[src/rtl/clk_ss_gen_if.sv]
// Control and display bundle of the hh:mm:ss timekeeper.
// The master side drives buttons, mode and alarm settings; the slave side is the timekeeper.
interface clk_ss_gen_if;
    logic        btn_clr;
    logic        btn_min;
    logic        btn_hour;
    logic        mode_12h;
    logic        alarm_en;
    logic [4:0]  alarm_hour;
    logic [5:0]  alarm_min;
    logic [23:0] time_bcd;
    logic        pm;
    logic        sec_pulse;
    logic        alarm_hit;

    modport master (
        output btn_clr, btn_min, btn_hour, mode_12h, alarm_en, alarm_hour, alarm_min,
        input  time_bcd, pm, sec_pulse, alarm_hit
    );

    modport slave (
        input  btn_clr, btn_min, btn_hour, mode_12h, alarm_en, alarm_hour, alarm_min,
        output time_bcd, pm, sec_pulse, alarm_hit
    );
endinterface

[src/rtl/clk_ss_gen.sv]
// Parametrised hh:mm:ss timekeeper: seconds prescaler, button setting with
// hold/auto-repeat, 12/24 h BCD display and hh:mm alarm pulse.
module clk_ss_gen #(
    parameter int unsigned TICKS_PER_SEC = 1000,
    parameter int unsigned HOLD_TICKS    = 3000,
    parameter int unsigned REPEAT_TICKS  = 500
) (
    input  logic          clk,
    input  logic          rst_n,
    clk_ss_gen_if.slave   bus
);

    localparam int unsigned PW   = $clog2(TICKS_PER_SEC);
    localparam int unsigned CMAX = (HOLD_TICKS > REPEAT_TICKS) ? HOLD_TICKS : REPEAT_TICKS;
    localparam int unsigned CW   = $clog2(CMAX + 1);

    localparam logic [PW-1:0] PRE_LAST = PW'(TICKS_PER_SEC - 1);
    localparam logic [PW-1:0] PRE_ONE  = PW'(1);
    localparam logic [CW-1:0] HOLD_C   = CW'(HOLD_TICKS);
    localparam logic [CW-1:0] REP_C    = CW'(REPEAT_TICKS);
    localparam logic [CW-1:0] CNT_ONE  = CW'(1);

    localparam logic [1:0] S_IDLE   = 2'd0;
    localparam logic [1:0] S_HOLD   = 2'd1;
    localparam logic [1:0] S_REPEAT = 2'd2;

    logic [PW-1:0] r_pre;
    logic [4:0]    r_hour;
    logic [5:0]    r_min;
    logic [5:0]    r_sec;
    logic [1:0]    r_state;
    logic [CW-1:0] r_cnt;
    logic          r_tgt_min;
    logic          r_sec_pulse;
    logic          r_alarm_hit;

    logic          w_any_btn;
    logic          w_tick;
    logic          w_tgt_btn;
    logic [1:0]    w_state_nxt;
    logic [CW-1:0] w_cnt_nxt;
    logic          w_tgt_nxt;
    logic          w_step;
    logic [4:0]    w_hour_nxt;
    logic [5:0]    w_min_nxt;
    logic [5:0]    w_sec_nxt;
    logic          w_alarm_nxt;
    logic [5:0]    w_hour_disp;

    function automatic logic [7:0] to_bcd(input logic [5:0] v);
        return {4'(v / 6'd10), 4'(v % 6'd10)};
    endfunction

    assign w_any_btn = bus.btn_clr | bus.btn_min | bus.btn_hour;
    assign w_tick    = !w_any_btn && (r_pre == PRE_LAST);
    assign w_tgt_btn = r_tgt_min ? bus.btn_min : bus.btn_hour;

    // Set FSM: press step, hold delay, then periodic auto-repeat on the latched button
    always_comb begin
        w_state_nxt = r_state;
        w_cnt_nxt   = r_cnt;
        w_tgt_nxt   = r_tgt_min;
        w_step      = 1'b0;
        if (bus.btn_clr) begin
            w_state_nxt = S_IDLE;
            w_cnt_nxt   = '0;
        end else begin
            case (r_state)
                S_IDLE: begin
                    if (bus.btn_min || bus.btn_hour) begin
                        w_tgt_nxt   = bus.btn_min;
                        w_step      = 1'b1;
                        w_state_nxt = S_HOLD;
                        w_cnt_nxt   = CNT_ONE;
                    end
                end
                S_HOLD: begin
                    if (!w_tgt_btn) begin
                        w_state_nxt = S_IDLE;
                        w_cnt_nxt   = '0;
                    end else if (r_cnt == HOLD_C) begin
                        w_step      = 1'b1;
                        w_state_nxt = S_REPEAT;
                        w_cnt_nxt   = CNT_ONE;
                    end else begin
                        w_cnt_nxt   = r_cnt + CNT_ONE;
                    end
                end
                S_REPEAT: begin
                    if (!w_tgt_btn) begin
                        w_state_nxt = S_IDLE;
                        w_cnt_nxt   = '0;
                    end else if (r_cnt == REP_C) begin
                        w_step      = 1'b1;
                        w_cnt_nxt   = CNT_ONE;
                    end else begin
                        w_cnt_nxt   = r_cnt + CNT_ONE;
                    end
                end
                default: begin
                    w_state_nxt = S_IDLE;
                    w_cnt_nxt   = '0;
                end
            endcase
        end
    end

    // Next time: clear beats set steps; ticks only happen with all buttons released
    always_comb begin
        w_hour_nxt = r_hour;
        w_min_nxt  = r_min;
        w_sec_nxt  = r_sec;
        if (bus.btn_clr) begin
            w_sec_nxt = '0;
        end else if (w_step) begin
            if (w_tgt_nxt) w_min_nxt  = (r_min  == 6'd59) ? '0 : r_min  + 6'd1;
            else           w_hour_nxt = (r_hour == 5'd23) ? '0 : r_hour + 5'd1;
        end else if (w_tick) begin
            if (r_sec == 6'd59) begin
                w_sec_nxt = '0;
                if (r_min == 6'd59) begin
                    w_min_nxt  = '0;
                    w_hour_nxt = (r_hour == 5'd23) ? '0 : r_hour + 5'd1;
                end else begin
                    w_min_nxt = r_min + 6'd1;
                end
            end else begin
                w_sec_nxt = r_sec + 6'd1;
            end
        end
        // Registered values are always in range, so out-of-range alarm settings never match
        w_alarm_nxt = w_tick && bus.alarm_en && (w_hour_nxt == bus.alarm_hour) &&
                      (w_min_nxt == bus.alarm_min) && (w_sec_nxt == 6'd0);
    end

    // State registers: prescaler, time, set FSM and the one-cycle pulses
    always_ff @(posedge clk or negedge rst_n) begin
        if (!rst_n) begin
            r_pre       <= '0;
            r_hour      <= '0;
            r_min       <= '0;
            r_sec       <= '0;
            r_state     <= S_IDLE;
            r_cnt       <= '0;
            r_tgt_min   <= 1'b0;
            r_sec_pulse <= 1'b0;
            r_alarm_hit <= 1'b0;
        end else begin
            r_pre       <= (w_any_btn || w_tick) ? '0 : r_pre + PRE_ONE;
            r_hour      <= w_hour_nxt;
            r_min       <= w_min_nxt;
            r_sec       <= w_sec_nxt;
            r_state     <= w_state_nxt;
            r_cnt       <= w_cnt_nxt;
            r_tgt_min   <= w_tgt_nxt;
            r_sec_pulse <= w_tick;
            r_alarm_hit <= w_alarm_nxt;
        end
    end

    // Displayed hour: 0 shows 12 and 13-23 fold to 1-11 in 12 h mode
    always_comb begin
        w_hour_disp = {1'b0, r_hour};
        if (bus.mode_12h) begin
            if (r_hour == 5'd0)       w_hour_disp = 6'd12;
            else if (r_hour > 5'd12)  w_hour_disp = {1'b0, r_hour - 5'd12};
        end
    end

    assign bus.time_bcd  = {to_bcd(w_hour_disp), to_bcd(r_min), to_bcd(r_sec)};
    assign bus.pm        = (r_hour >= 5'd12);
    assign bus.sec_pulse = r_sec_pulse;
    assign bus.alarm_hit = r_alarm_hit;

endmodule

[src/flat_wrapper.sv]
// flat-port wrapper written by rule: the top's interface ports become plain ports
module clk_ss_gen_flat 
#(
    parameter int unsigned TICKS_PER_SEC = 1000,
    parameter int unsigned HOLD_TICKS    = 3000,
    parameter int unsigned REPEAT_TICKS  = 500
)
  (clk, rst_n, bus_btn_clr, bus_btn_min, bus_btn_hour, bus_mode_12h, bus_alarm_en, bus_alarm_hour, bus_alarm_min, bus_time_bcd, bus_pm, bus_sec_pulse, bus_alarm_hit);
  clk_ss_gen_if bus_i ();
  input  logic clk;
  input  logic rst_n;
  input wire logic [$bits(bus_i.btn_clr)-1:0] bus_btn_clr;
  input wire logic [$bits(bus_i.btn_min)-1:0] bus_btn_min;
  input wire logic [$bits(bus_i.btn_hour)-1:0] bus_btn_hour;
  input wire logic [$bits(bus_i.mode_12h)-1:0] bus_mode_12h;
  input wire logic [$bits(bus_i.alarm_en)-1:0] bus_alarm_en;
  input wire logic [$bits(bus_i.alarm_hour)-1:0] bus_alarm_hour;
  input wire logic [$bits(bus_i.alarm_min)-1:0] bus_alarm_min;
  output wire logic [$bits(bus_i.time_bcd)-1:0] bus_time_bcd;
  output wire logic [$bits(bus_i.pm)-1:0] bus_pm;
  output wire logic [$bits(bus_i.sec_pulse)-1:0] bus_sec_pulse;
  output wire logic [$bits(bus_i.alarm_hit)-1:0] bus_alarm_hit;
  assign bus_i.btn_clr = bus_btn_clr;
  assign bus_i.btn_min = bus_btn_min;
  assign bus_i.btn_hour = bus_btn_hour;
  assign bus_i.mode_12h = bus_mode_12h;
  assign bus_i.alarm_en = bus_alarm_en;
  assign bus_i.alarm_hour = bus_alarm_hour;
  assign bus_i.alarm_min = bus_alarm_min;
  assign bus_time_bcd = bus_i.time_bcd;
  assign bus_pm = bus_i.pm;
  assign bus_sec_pulse = bus_i.sec_pulse;
  assign bus_alarm_hit = bus_i.alarm_hit;
  clk_ss_gen #(.TICKS_PER_SEC(TICKS_PER_SEC), .HOLD_TICKS(HOLD_TICKS), .REPEAT_TICKS(REPEAT_TICKS)) u_core (.clk(clk), .rst_n(rst_n), .bus(bus_i));
endmodule
[config.mk]
export PLATFORM = sky130hd
export DESIGN_NAME = clk_ss_gen_flat
export DESIGN_NICKNAME = d
export VERILOG_FILES = /design/src/rtl/clk_ss_gen_if.sv /design/src/rtl/clk_ss_gen.sv /design/src/flat_wrapper.sv
export SDC_FILE = /design/constraint.sdc
export NUM_CORES = 1
export LEC_CHECK = 0
export ABC_CLOCK_PERIOD_IN_PS = 3900
export BUFFER_PORTS_ARGS = -buffer_cell sky130_fd_sc_hd__buf_2
export CAP_MARGIN = 20
export CORE_ASPECT_RATIO = 0.75
export CORE_MARGIN = 2
export CORE_UTILIZATION = 40
export CTS_CLUSTER_DIAMETER = 30
export DETAILED_ROUTE_END_ITERATION = 10
export MAX_ROUTING_LAYER = met4
export SLEW_MARGIN = 20
export SYNTH_ARGS = -nofsm -noshare
export SYNTH_HDL_FRONTEND = slang
export SYNTH_SLANG_ARGS = --single-unit
[constraint.sdc]
create_clock -name clk -period 3.9 [get_ports clk]
set_clock_uncertainty 0.05 [all_clocks]
set_input_delay 0.585 -clock clk [delete_from_list [all_inputs] [get_ports clk]]
set_output_delay 0.585 -clock clk [all_outputs]
set_load 0.02 [all_outputs]
==> flow_summary.json <==
{
  "nets": 508,
  "hold_class": "input port to asynchronous set/reset pin",
  "fillerInstances": 880,
  "cts_buffers": 5,
  "yosysSeqAreaShare_pct": 31.1,
  "slew_viol_final": 0,
  "insertion_delay_ns": 0.29,
  "swShare_pct": 46.2,
  "drtIter0Drc": 183,
  "cts_tree": "yes",
  "yosys.cell_types.count": 67,
  "timing.rr.end": "u_core.bus.alarm_hit",
  "core_mm2": 0.00853,
  "post-dp-hpwl_um": 6210,
  "synth_ff_type": "dfrtp_1",
  "power_mw": 2.38,
  "gp_congestion": 0.884,
  "drt_wl_total_um": 8270,
  "final_cells": 576,
  "max_slew_margin_pct": 38.8,
  "vias": 3128,
  "grt_overflow_total": 0,
  "cp_data_required_time_ns": 3.26,
  "status": "complete, no violations",
  "syn_inst": 434,
  "power_density_mw_per_mm2": 601,
  "async_reset_ff_share_pct": 100,
  "reg2reg_slack_ns": 0.76,
  "p_leak_nw": 1.74,
  "synthTopCellsByArea": "dfrtp_1 (31%), ha_1 (8.1%), nand2_1 (5.1%)",
  "cts_htree_levels": 2,
  "clk_path_buf_depth": 2,
  "ys_seq_elements": 44,
  "setup_ws_ns": 0.187,
  "n_antenna_cell": 0,
  "grt_max_degree": 45,
  "post_drt_wl_per_cell_um": 14.4,
  "dp_cells": 566,
  "worstPathArrival_ns": 3.08,
  "syn_to_final_growth_pct": 11.6,
  "final_common_cell": "nand2_1",
  "max_freq_mhz": 269,
  "clock-sinks": 44,
  "dr.pass1.iters": 5,
  "post-route-period-util_pct": 95.2,
  "p_sw_mw": 1.10,
  "cts-root-buf": "clkbuf_16",
  "viasPerCell": 5.43,
  "start_util_pct": 41.6,
  "ioPinCount": 45,
  "drive_gt1_share_pct": 12.6,
  "portBuffers": 40,
  "worstPathMaxFanout": 9,
  "ir_drop_v": 0.000834,
  "r2r_start": "u_core.r_sec[1]",
  "setup_viol": 0,
  "worst_pin_slew_ns": 0.917,
  "syn_avg_cell_area_um2": 8.16,
  "grt_pass1_vias": 2953,
  "post-place-ws_ns": 0.326,
  "die_w_um": 113,
  "hold_violations": 0,
  "ant_nets": 0,
  "min_period_ns": 3.71,
  "clockPowerShare_pct": 18.2,
  "synth_edf_count": 0,
  "cap_violations": 0,
  "synth_top_area_share_pct": 31.1,
  "grt_pass1_wl_um": 14300,
  "antenna_found_initial": 0,
  "syn_area_mm2": 0.00354,
  "cp-end-kind": "output pin",
  "die-area_mm2": 0.00964,
  "p_seq_share_pct": 26.7,
  "grtUsageTotal_pct": 18.5,
  "clk_pin_slew_ns": 0.06,
  "ys_warn_count": 0,
  "core.rowCount": 29,
  "combPwrFrac_pct": 55.1,
  "drcViolationCount": 0,
  "yosysTopAreaCell": "dfrtp_1",
  "internal-power_mw": 1.28,
  "rr_worst_depth": 9,
  "critical_path_class": "flip-flop to output pin",
  "layout_common_cells": "nand2_1 (48), dfrtp_1 (43), nor2_1 (42)",
  "start_kind": "flip-flop",
  "die_h_um": 85.5
}
power groups by stage:
stage               Sequential [mW]  Combinational, mW  Clock, mW
finish                        0.634               1.31      0.432
global route                  0.652               1.45      0.463
CTS                           0.631               1.28      0.441
detailed placement            0.638               1.27          0
global placement              0.639               1.24          0
floorplan                     0.590              0.977          0
worst max-delay path, cell delays in order (launching register included):
cell,delay [ns]
dfrtp_2,0.46
inv_1,0.17
ha_1,0.25
nand2b_1,0.16
a211oi_1,0.09
a311oi_1,0.36
xnor2_1,0.19
nand2_1,0.08
a222oi_1,0.51
buf_4,0.22
xnor2_1,0.11
buf_2,0.18
cells by family after synthesis:
logic type               count (synthesis)  synth area share [%]
AND/OR/NAND/NOR                        179                  25.6
multiplexers                             7                  2.08
adder cells (fa/ha/maj)                 24                  8.40
other                                    1                 0.106
AO/OA/AOI/OAI                           99                  19.0
buffers and inverters                   49                  6.14
XOR/XNOR                                31                  7.66
flip-flops                              44                  31.1
flip-flops by register name (all words and copies together), names as in the netlist:
signal	count
u_core.r_cnt	12
u_core.r_pre	10
u_core.r_min	6
u_core.r_sec	6
u_core.r_hour	5
u_core.r_state	2
u_core.bus.alarm_hit	1
u_core.bus.sec_pulse	1
u_core.r_tgt_min	1
area by class of cell:
type	instances	area [µm²]	share of cell area, %
inverter	29	109	2.75
clock buffer	8	146	3.70
tap	108	135	3.42
timing repair buffer	43	225	5.70
multi-input combinational	344	2240	56.6
sequential	44	1100	27.9
stage by stage:
stage	instance area [µm²]	setup TNS (ns)	utilization [%]	hold WS, ns
floorplan	3550	0	-	0.239
global placement	3790	0	44.4	0.431
detailed placement	3790	0	44.4	0.434
CTS	3940	0	46.1	0.447
global route	3950	-0.0587	46.4	0.302
finish	3950	0	46.4	0.240
timing repair:
action | 4_1_cts | 5_1_grt
gates resized for setup | 0 | 1
hold buffers | 0 | 0
pin swaps | 1 | 2
setup buffers | 0 | 2
setup endpoints to repair | 1 | 4
per-layer routing:
metal | wire length [µm] | global-route usage (%) | up-vias
met4 | 75 | 4.88 | 0
met1 | 4510 | 27.5 | 1445
met3 | 340 | 3.89 | 8
met5 | 0 | - | -
li1 | - | - | 1610
met2 | 3340 | 25.2 | 65
synth_stat cells, types with 6 or more instances:
| master | instances |
|---|---|
| nor2b_1 | 6 |
| clkbuf_1 | 10 |
| o21ai_0 | 15 |
| inv_1 | 28 |
| a211oi_1 | 6 |
| xnor2_1 | 11 |
| a31oi_1 | 9 |
| nand2_1 | 48 |
| dfrtp_1 | 44 |
| nand4_1 | 9 |
| nand3_1 | 21 |
| a21oi_1 | 28 |
| ha_1 | 23 |
| xor2_1 | 20 |
| nand2b_1 | 8 |
| nor2_1 | 42 |
| nor3_1 | 8 |
| buf_4 | 7 |
worst max-delay path by stage:
stage	end	slack, ns	start
floorplan	bus_time_bcd[10]	0.17	u_core.r_min[3]
global placement	bus_time_bcd[11]	0.46	u_core.r_min[3]
detailed placement	bus_time_bcd[11]	0.33	u_core.r_min[3]
CTS	bus_time_bcd[11]	0.02	u_core.r_min[3]
global route	bus_time_bcd[9]	-0.06	u_core.r_min[3]
finish	bus_time_bcd[9]	0.19	u_core.r_min[3]
No activity file was read; power rests on OpenSTA's default activity.
